[config.mk]
export PLATFORM = sky130hd
export DESIGN_NAME = regfile_wb_ctrl
export DESIGN_NICKNAME = d
export VERILOG_FILES = /design/src/rtl/rv32_isa_pkg.sv /design/src/rtl/regfile_wb_ctrl_arb.sv /design/src/rtl/regfile_wb_ctrl.sv
export SDC_FILE = /design/constraint.sdc
export NUM_CORES = 1
export LEC_CHECK = 0
export ABC_AREA = 0
export CAP_MARGIN = 5
export CORE_MARGIN = 1
export CORE_UTILIZATION = 25
export CTS_CLUSTER_SIZE = 12
export DETAILED_ROUTE_END_ITERATION = 10
export GPL_TIMING_DRIVEN = 0
export HOLD_SLACK_MARGIN = 0.15
export PLACE_DENSITY = 0.56
export SETUP_SLACK_MARGIN = 0.2
export SYNTH_ARGS = -nofsm -noshare
export SYNTH_HDL_FRONTEND = slang
export SYNTH_HIERARCHICAL = 1
export SYNTH_SLANG_ARGS = --single-unit
[constraint.sdc]
create_clock -name iClk -period 4.65 [get_ports iClk]
set_input_delay 0.93 -clock iClk [delete_from_list [all_inputs] [get_ports iClk]]
set_output_delay 0.93 -clock iClk [all_outputs]
set_load 0.03 [all_outputs]
[src/rtl/rv32_isa_pkg.sv]
// rv32_isa: shared RV32 architectural constants and writeback bundle types.
//   RegWidth      - architectural register width
//   RegAddrWidth  - register index width (32 registers, x0 hardwired zero)
//   wb_req_t      - packed writeback request: destination address + data
//   wb_src_e      - conventional requester slot ordering on the writeback bus
package rv32_isa;

  localparam int unsigned RegWidth     = 32;
  localparam int unsigned RegAddrWidth = 5;

  typedef struct packed {
    logic [RegAddrWidth-1:0] addr;
    logic [RegWidth-1:0]     data;
  } wb_req_t;

  typedef enum logic [1:0] {
    WB_ALU  = 2'd0,
    WB_LOAD = 2'd1,
    WB_CSR  = 2'd2
  } wb_src_e;

endpackage

[src/rtl/regfile_wb_ctrl_arb.sv]
// rr_arbiter: N-way round-robin arbiter with registered priority pointer.
//   clk_i, rst_ni  - clock, synchronous active-low reset (pointer -> 0)
//   req_i          - per-requester request
//   gnt_o          - one-hot grant, first requester at/after the pointer
//   gnt_idx_o      - index of the granted requester (valid with gnt_valid_o)
//   gnt_valid_o    - a grant was issued this cycle
// The pointer moves to (granted index + 1) mod N only when a grant is issued.
module rr_arbiter #(
  parameter int unsigned N = 3
) (
  input  logic                 clk_i,
  input  logic                 rst_ni,
  input  logic [N-1:0]         req_i,
  output logic [N-1:0]         gnt_o,
  output logic [$clog2(N)-1:0] gnt_idx_o,
  output logic                 gnt_valid_o
);

  localparam int unsigned IdxW = $clog2(N);

  logic [IdxW-1:0] ptr_q, ptr_d;
  logic [IdxW-1:0] scan_idx;

  // Scan N slots starting at the pointer; the first requester seen wins.
  always_comb begin
    gnt_o       = '0;
    gnt_idx_o   = '0;
    gnt_valid_o = 1'b0;
    scan_idx    = '0;
    for (int unsigned k = 0; k < N; k++) begin
      scan_idx = IdxW'((32'(ptr_q) + k) % N);
      if (!gnt_valid_o && req_i[scan_idx]) begin
        gnt_valid_o     = 1'b1;
        gnt_o[scan_idx] = 1'b1;
        gnt_idx_o       = scan_idx;
      end
    end
  end

  always_comb begin
    ptr_d = ptr_q;
    if (gnt_valid_o) begin
      ptr_d = IdxW'((32'(gnt_idx_o) + 32'd1) % N);
    end
  end

  always_ff @(posedge clk_i) begin
    if (!rst_ni) begin
      ptr_q <= '0;
    end else begin
      ptr_q <= ptr_d;
    end
  end

endmodule

[src/rtl/regfile_wb_ctrl.sv]
// regfile_wb_ctrl: writeback controller for the register file write port.
//   iClk, nRst         - clock, synchronous active-low reset
//   iReqValid/Addr/Data- NReq writeback requesters; oReqReady is a one-hot grant
//   iIssueValid/Rd     - issue marks iIssueRd busy
//   iAddr_Rs1/Rs2      - scoreboard queries -> oRs1Busy/oRs2Busy; oRdBusy for WAW
//   oWriteEn/oAddr_Rd/oRd - registered register file write port (1-cycle latency)
//   oIdle              - no busy registers and no write in progress
module regfile_wb_ctrl
  import rv32_isa::*;
#(
  parameter int unsigned NReq  = 3,
  parameter int unsigned NRegs = 32
) (
  input  logic                                iClk,
  input  logic                                nRst,
  input  logic [NReq-1:0]                     iReqValid,
  input  logic [NReq-1:0][RegAddrWidth-1:0]   iReqAddr,
  input  logic [NReq-1:0][RegWidth-1:0]       iReqData,
  output logic [NReq-1:0]                     oReqReady,
  input  logic                                iIssueValid,
  input  logic [RegAddrWidth-1:0]             iIssueRd,
  input  logic [RegAddrWidth-1:0]             iAddr_Rs1,
  input  logic [RegAddrWidth-1:0]             iAddr_Rs2,
  output logic                                oRs1Busy,
  output logic                                oRs2Busy,
  output logic                                oRdBusy,
  output logic                                oWriteEn,
  output logic [RegAddrWidth-1:0]             oAddr_Rd,
  output logic [RegWidth-1:0]                 oRd,
  output logic                                oIdle
);

  logic [$clog2(NReq)-1:0] gnt_idx;
  logic                    xfer;
  wb_req_t                 sel;

  logic                    wen_q, wen_d;
  logic [RegAddrWidth-1:0] waddr_q, waddr_d;
  logic [RegWidth-1:0]     wdata_q, wdata_d;
  logic [NRegs-1:0]        busy_q, busy_d;

  rr_arbiter #(
    .N (NReq)
  ) u_arb (
    .clk_i       (iClk),
    .rst_ni      (nRst),
    .req_i       (iReqValid),
    .gnt_o       (oReqReady),
    .gnt_idx_o   (gnt_idx),
    .gnt_valid_o (xfer)
  );

  always_comb begin
    sel.addr = iReqAddr[gnt_idx];
    sel.data = iReqData[gnt_idx];
  end

  // x0 transfers are accepted and captured but never raise the write enable.
  always_comb begin
    wen_d   = 1'b0;
    waddr_d = waddr_q;
    wdata_d = wdata_q;
    if (xfer) begin
      wen_d   = |sel.addr;
      waddr_d = sel.addr;
      wdata_d = sel.data;
    end
  end

  // Clear first, then set, so an issue colliding with the retiring write wins.
  always_comb begin
    busy_d = busy_q;
    if (wen_q) begin
      busy_d[waddr_q] = 1'b0;
    end
    if (iIssueValid && (|iIssueRd)) begin
      busy_d[iIssueRd] = 1'b1;
    end
    busy_d[0] = 1'b0;
  end

  always_ff @(posedge iClk) begin
    if (!nRst) begin
      wen_q   <= 1'b0;
      waddr_q <= '0;
      wdata_q <= '0;
      busy_q  <= '0;
    end else begin
      wen_q   <= wen_d;
      waddr_q <= waddr_d;
      wdata_q <= wdata_d;
      busy_q  <= busy_d;
    end
  end

  assign oWriteEn = wen_q;
  assign oAddr_Rd = waddr_q;
  assign oRd      = wdata_q;

  assign oRs1Busy = (|iAddr_Rs1) && busy_q[iAddr_Rs1];
  assign oRs2Busy = (|iAddr_Rs2) && busy_q[iAddr_Rs2];
  assign oRdBusy  = (|iIssueRd)  && busy_q[iIssueRd];
  assign oIdle    = !(|busy_q) && !wen_q;

endmodule
# After elaboration in Yosys (flattened, before gate mapping)

Index checks and enable logic that the tools add are counted.

Mux-type cells: 37
$add $sub $neg: 3
Bitwise logic cells: 5
Div/mod/pow operators: 4
Reduce and logical (&&, ||, !) cells: 22
Magnitude comparators: 13

Operator list:

| operator              | count |
|---|---|
| $mod 32x2->32 const B | 3 |
| $mux 32               | 3 |
| $bmux 32 s2           | 1 |
| $and 32x32->32        | 1 |
| $mod 2x2->32 const B  | 1 |
| $not 32->32           | 1 |
| $or 32x32->32         | 1 |
| $reduce_or 32->1      | 1 |
| $lt 5x6->1 const B    | 4 |
| $reduce_or 5->1       | 4 |
| $bmux 1 s5            | 3 |
| $mux 1                | 14 |
| $logic_and 1x1->1     | 12 |
| $lt 2x3->1 const B    | 4 |
| $bmux 5 s2            | 1 |
| $demux 1 s5           | 2 |
| $ge 5x1->1 const B    | 2 |
| $mux 3                | 3 |
| $add 2x1->3 const B   | 2 |
| $bmux 1 s2            | 3 |
| $demux 1 s2           | 3 |
| $ge 2x1->1 const B    | 3 |
| $mux 2                | 3 |
| $or 3x3->3            | 2 |
| other kinds (4)       | 7 |

Output and inout port bits: 45
Word-level logic and storage cells: 90
Input bits: 132
Flip-flop bits (word level): 72

# Longest topological paths before layout

Gate-level depths: netlist (run 1).

Word-level depth: 13
Depth in mapped cells: 13
Depth with buffers taken out: 10

# Hierarchy

Netlist (run 1), hierarchy kept.

Modules (own cells, without submodules):

| module          | instances | seq. area each (sq um) | area an instance (sq um) | cells each |
|---|---|---|---|---|
| regfile_wb_ctrl | 1         | 1381.3                 | 4216.5                   | 508 |
| rr_arbiter      | 1         | 40.0                   | 389.1                    | 49 |

# Least setup slack after synthesis (run 1)

OpenSTA, ideal clock, no wires.

Path kind: input port to output port
Start point: in iIssueRd[0]
End point: out oRdBusy
Data required time: 3.720 ns
Path buffers: 1
Path slack: 1.666 ns
Stages on the path: 4
Arrival time: 2.054 ns
Path through: buf_6 > mux4_2 > a22oi_1 > nand4_1

Cells in the longest elaborated chain, start to end: 3
Elaborated cells between the ends (all ways): 4
Classes of those cells: mux (2); reduce/logical (2)

Ends and longest elaborated chain:

| element                      | line                   | RTL |
|---|---|---|
| start: declaration           | regfile_wb_ctrl.sv:21  | `input logic [RegAddrWidth-1:0] iIssueRd,` |
| $bmux 1 s5                   | regfile_wb_ctrl.sv:102 | `assign oRdBusy = (\|iIssueRd) && busy_q[iIssueRd];` |
| $mux 1 (not written as such) | regfile_wb_ctrl.sv:102 |  |
| $logic_and 1x1->1 (*)        | regfile_wb_ctrl.sv:102 |  |
| end: declaration             | regfile_wb_ctrl.sv:26  | `output logic oRdBusy,` |

Mark *: on every way between the ends. The rest lies on a longest branch, timed or not. The select of a mux whose other input is x is not followed.

# Worst setup path in the final report (run 1)

Ends and elaborated chain as after synthesis.

==> results of run 1 <==
==> worst max-delay path, cell delays in order <==
cell and delay [ns]:
clkdlybuf4s50_1 0.60, buf_6 0.20, mux4_2 0.50, a22oi_1 0.24
nand4_1 0.18, clkdlybuf4s50_1 0.63
==> registers in the layout, indices dropped and copies added, names as in the netlist <==
signal / count
oAddr_Rd: 5
u_arb/ptr_q: 2
oWriteEn: 1
busy_q: 31
oRd: 32
==> worst max-delay path by stage <==
stage                            from  endpoint  slack (ns)
after global routing      iIssueRd[0]   oRdBusy        0.33
after detailed placement  iIssueRd[0]   oRdBusy        0.47
after floorplan           iIssueRd[0]   oRdBusy        1.67
after global placement    iIssueRd[0]   oRdBusy        0.46
final                     iIssueRd[0]   oRdBusy        0.45
after CTS                 iIssueRd[0]   oRdBusy        0.47
==> logic make-up (layout without fill, tap and decap cells) <==
kind of cell / after synthesis / count (layout)
DFF: 71 / 71
buffers and inverters: 53 / 243
muxes: 82 / 82
and+or+nand+nor: 178 / 178
AOI/OAI and AO/OA: 168 / 168
adders and majority gates: 5 / 5
==> power by group <==
group	switching, mW	internal [mW]	leakage [nW]
sequential	0.120	0.762	0.583
clock	0.271	0.415	0.134
combinational	1.34	0.940	1.79
total	1.73	2.12	2.50
==> through the flow <==
stage	util	area [sq um]
CTS	0.385	6930
floorplan	-	4610
global placement	0.368	6630
global route	0.385	6930
detailed placement	0.368	6630
finish	0.385	6930
==> cell usage in the layout, fill, tap and decap left out, types with 6 or more instances in the layout <==
cell             synthesis  routed
inv_1                   10      10
mux4_2                   9       9
nor2_1                  77      77
nor4_1                   9       9
dfxtp_1                 71      71
clkdlybuf4s50_1          0     174
clkbuf_1                19      19
buf_2                    7       7
nand2_1                 45      45
clkbuf_16                0       9
mux2i_1                 60      60
o21ai_0                 33      33
nand3b_1                 9       9
mux2_1                   6       6
a21oi_1                 68      68
buf_1                    6       6
nand3_1                  9       9
a211oi_1                33      33
==> final cells by class <==
class,instances,area [sq um],share of cell area
inverters,11,41.3,0.00596
well taps,229,287,0.0413
flip-flops and latches,71,1420,0.205
repair buffers,174,1740,0.251
plain buffers,42,223,0.0321
clock inverters,7,73.8,0.0106
multi-input cells,433,2920,0.421
clock buffers,9,225,0.0325
==> routing by layer <==
metal  vias up  track usage  share of wire
met5         -            0              0
met4         0       0.0507          0.017
met3        22       0.0383          0.075
met2       213        0.294           0.47
met1      2291        0.235           0.43
li1       2424            -              -
==> results.yml, run 1 <==
route:
  totalWireLength_um: 16800
  wl_per_cell_um: 17.2
  vias: 4950
  drtIter0Drc: 335
  postRouteAntennaNets: 0
  drc: 0
  routed_via_density: 5.07
  firstDrtPassIters: 5
global_routing:
  grt_usage: 0.179
  antenna_found_initial: 0
  grt_pass1_wl_um: 25900
  grt_pass1_vias: 4764
  grt_max_degree: 14
  grt_overflow_total: 0
sta:
  clock.fmax_mhz: 238
  tightest_slew_ns: 0.776
  final_hold_viol_count: 0
  skew_ns: 0.0108
  final.setup.worst_slack_ns: 0.448
  relSlewSlack: 0.481
  period_needed_ns: 4.20
  period_share: 0.904
  rsz0062_at_grt: "false"
  drv_slew: 0
  fin_tns_setup_ns: 0
  whs_ns: 0.485
  setup_viol: 0
yosys:
  yosysWarnings: 6
  seq_area_frac_synth: 0.309
  ys.flop_type: "dfxtp_1"
  synthesis.area_sq_um: 4610
  yosys-top-cells-area: "dfxtp_1 31%, mux2i_1 13%, a21oi_1 7.4%"
  synth-adder-area-share: 0.0136
  synthXorXnorAreaFrac: 0
  synthSimpleGateAreaFrac: 0.182
  synth_cells: 557
  synthMuxAreaShare: 0.213
  yosysMostFrequentCell: "nor2_1"
  ys_types: 53
  ys_ff_latch: 71
  synthTopCellsByCount: "77 x nor2_1, 71 x dfxtp_1, 68 x a21oi_1, 60 x mux2i_1, 45 x nand2_1"
  synth_async_sr_flop_share: 0
  synth_compound_area_frac: 0.225
  synth-edff-count: 0
  syn_nets: 694
  synth_top_area_frac: 0.309
  yosys.area.top_type: "dfxtp_1"
  synth_top_family_by_area: "compound AO/OA/AOI/OAI gates"
  avgSynthCellArea_sq_um: 8.27
power:
  ir_drop_v: 0.000264
  p_leak_nw: 2.50
  p_per_area_nw_per_um2: 555
  power_mw: 3.85
setup_path:
  r2r-end: "oRd[9]"
  cp-start-kind: "primary input"
  r2r-start: "u_arb/ptr_q[0]"
  path_max_fanout: 10
  worstSetupEndpointType: "output port"
  reg2regPathDepth: 12
  critPathKind: "in -> out"
  reg2reg_slack_ns: 1.45
  cp.arrival_ns: 3.27
  critPathRequiredTime_ns: 3.72
die:
  fp.dieW_um: 138
  rows: 49
  dieArea_sq_um: 19000
  ios: 177
  coreArea_sq_um: 18000
  dieHeight_um: 138
  start_util: 0.256
layout:
  syn_to_final_growth_pct: 50.5
  final_cells: 976
  n_fill_cell: 1897
  drive_above_1_share: 0.0710
  diodes: 0
  finish.net_count: 879
clock_tree:
  cts_setup_buffers: 0
  cts_root_buffer: "clkbuf_16"
  cts-resized-gates: 0
  cts.path.max_buffers: 2
  ctsHoldBuffers: 0
  clkLatencyLatePin_ns: 0.34
  clk_pin_slew_worst_paths_ns: 0.06
  cts_tree: "done"
  htreeDepth: 3
  cts_inserted_buffers: 9
  clock_sinks: 71
placement:
  io_buffer_count: 174
  pre_cts_ws_ns: 0.470
  gp_congestion: 0.949
  dp.cells: 960
  hpwl_um: 13100
min_path:
  hp-start: "oRd[15]"
  hold_class: "reg -> reg"
  hold_end: "oRd[15]"
  whs_path_depth: 2
flow_run:
  maxCapViolCount: 0
outcome:
  status: "completed"
(Power assumes the default switching activity.)
==> inputs of run 2 (changes only) <==
==> constraint.sdc (replaced) <==
create_clock -name iClk -period 5.3 [get_ports iClk]
set_input_delay 1.06 -clock iClk [delete_from_list [all_inputs] [get_ports iClk]]
set_output_delay 1.06 -clock iClk [all_outputs]
set_load 0.03 [all_outputs]
==> results of run 2 <==
Same layout as run 1 (identical final DEF). Status: completed.
Main changes from that run: setup slack after placement 0.470 ns -> 0.860 ns; setup slack after layout 0.448 ns -> 0.838 ns; register-to-register setup slack 1.45 ns -> 2.10 ns; total power 3.85 mW -> 3.38 mW; worst IR drop on VDD 0.000264 V -> 0.000231 V
==> inputs of run 3 (changes only) <==
--- a/config.mk
+++ b/config.mk
@@ -13,7 +13,7 @@
 export DETAILED_ROUTE_END_ITERATION = 10
 export GPL_TIMING_DRIVEN = 0
 export HOLD_SLACK_MARGIN = 0.15
-export PLACE_DENSITY = 0.56
+export PLACE_DENSITY = 0.57
 export SETUP_SLACK_MARGIN = 0.2
 export SYNTH_ARGS = -nofsm -noshare
 export SYNTH_HDL_FRONTEND = slang
==> constraint.sdc (replaced) <==
create_clock -name iClk -period 3.61 [get_ports iClk]
set_input_delay 0.722 -clock iClk [delete_from_list [all_inputs] [get_ports iClk]]
set_output_delay 0.722 -clock iClk [all_outputs]
set_load 0.03 [all_outputs]
==> results.yml, run 3 (synthesis gave the netlist of run 1 again) <==
outcome:
  status: "completed"
global_routing:
  grt_max_degree: 14
  grt.busiest_layer: "met2"
  grt_overflow_total: 0
  grt_util_met1: 0.226
  grt_usage: 0.179
  antenna_found_initial: 0
  grt_pass1_vias: 4824
  grt_pass1_wl_um: 25700
  grtUsageMet2: 0.303
  grt_use_met3: 0.0390
setup_path:
  critPathRequiredTime_ns: 2.89
  reg2reg_slack_ns: 0.57
  cp.arrival_ns: 2.59
  path_max_fanout: 10
  critPathKind: "in -> out"
  cp-start-kind: "primary input"
  worstSetupEndpointType: "output port"
sta:
  skew_ns: 0.00558
  drv_slew: 0
  final.setup.worst_slack_ns: 0.300
  period_needed_ns: 3.31
  period_share: 0.917
  tightest_slew_ns: 0.764
  setup_viol: 0
  rsz0062_at_grt: "false"
  clock.fmax_mhz: 302
  relSlewSlack: 0.489
  final_hold_viol_count: 0
power:
  p_per_area_nw_per_um2: 712
  p_leak_nw: 2.55
  power_mw: 4.94
  ir_drop_v: 0.000309
route:
  drc: 0
  vias: 4960
  wl_per_cell_um: 17.1
  drtIter0Drc: 252
  routed_via_density: 5.08
  postRouteAntennaNets: 0
  totalWireLength_um: 16700
  firstDrtPassIters: 5
min_path:
  hold_class: "reg -> reg"
placement:
  hpwl_um: 13100
  pre_cts_ws_ns: -0.151
  io_buffer_count: 174
  gp_congestion: 0.929
  dpl-instance-area_sq_um: 6630
die:
  coreArea_sq_um: 18000
  dieArea_sq_um: 19000
  dieHeight_um: 138
  fp.dieW_um: 138
  rows: 49
  ios: 177
  start_util: 0.256
layout:
  diodes: 0
  drive_above_1_share: 0.0790
  fin_area_sq_um: 6940
  layout_common_cells: "167 x clkdlybuf4s50_1, 77 x nor2_1, 71 x dfxtp_1"
  largest_reg_flops: 32
  n_fill_cell: 1911
  syn_to_final_growth_pct: 50.7
  finish.net_count: 879
  final_common_cell: "clkdlybuf4s50_1"
clock_tree:
  clkLatencyLatePin_ns: 0.33
  clk_pin_slew_worst_paths_ns: 0.06
  cts_inserted_buffers: 9
  cts_setup_buffers: 0
  cts_tree: "done"
  clock_sinks: 71
  cts.path.max_buffers: 2
  htreeDepth: 3
  cts_root_buffer: "clkbuf_16"
flow_run:
  maxCapViolCount: 0
[run 3: cell count changes in the layout (fill, tap and decap cells not counted)]
cell	previous run	this run
clkinv_4	1	3
dlymetal6s2s_1	0	2
o311ai_2	0	1
nor3b_2	1	2
o311ai_0	2	1
buf_2	7	9
clkdlybuf4s50_1	174	167
clkinv_2	1	2
clkdlybuf4s15_2	0	1
nor3b_1	4	3
clkbuf_2	0	1
dlygate4sd2_1	0	2
clkinvlp_4	4	1
clkbuf_1	19	18
[run 3: layer usage]
layer	routed length, um	up-vias
li1	-	2431
met1	7140	2287
met2	7930	221
met3	1320	21
met4	258	0
met5	0	-
[run 3: what timing repair did]
| item | 4_1_cts | 5_1_grt |
|---|---|---|
| hold buffers | 0 | 0 |
| setup endpoints to repair | 5 | 13 |
| pin swaps | 0 | 0 |
| resized for setup | 12 | 10 |
[run 3: layout make-up]
class | instances | area, sq um | share of cell area
buffer | 42 | 224 | 0.0323
clock buffer | 9 | 225 | 0.0324
clock inverter | 7 | 73.8 | 0.0106
inverter | 11 | 41.3 | 0.00595
multi-input combinational | 433 | 2930 | 0.423
sequential | 71 | 1420 | 0.205
tap | 229 | 287 | 0.0413
timing repair buffer | 174 | 1740 | 0.250
[run 3: critical path, cell delays in order]
cell             delay (ns)
clkdlybuf4s50_1        0.61
buf_4                  0.24
mux4_2                 0.30
a22oi_1                0.23
nand4_1                0.16
clkdlybuf4s15_2        0.31
[run 3: stage by stage]
stage / utilization / hold WS, ns / instances / TNS [ns]
after global routing: 0.385 / 0.500 / 976 / 0
final: 0.385 / 0.483 / 976 / 0
after detailed placement: 0.368 / 0.478 / 960 / -0.268
after floorplan: - / 0.471 / 557 / 0
after CTS: 0.385 / 0.486 / 976 / 0
after global placement: 0.368 / 0.474 / 960 / -0.350
[run 3: path summary, 6_finish.rpt]
path / end / cells past startpoint / start
worst min register to register: oRd[31] / 2 / oRd[31]
worst max-delay path: oRdBusy / 6 / iIssueRd[1]
worst min-delay path: oRd[31] / 2 / oRd[31]
worst max register to register: oRd[9] / 12 / u_arb/ptr_q[0]
[run 3: power by group]
group | internal [mW] | total [mW] | leakage (nW) | switching, mW
Clock | 0.536 | 0.894 | 0.145 | 0.358
Sequential | 0.982 | 1.13 | 0.583 | 0.144
Combinational | 1.20 | 2.92 | 1.82 | 1.72
Total | 2.71 | 4.94 | 2.55 | 2.23
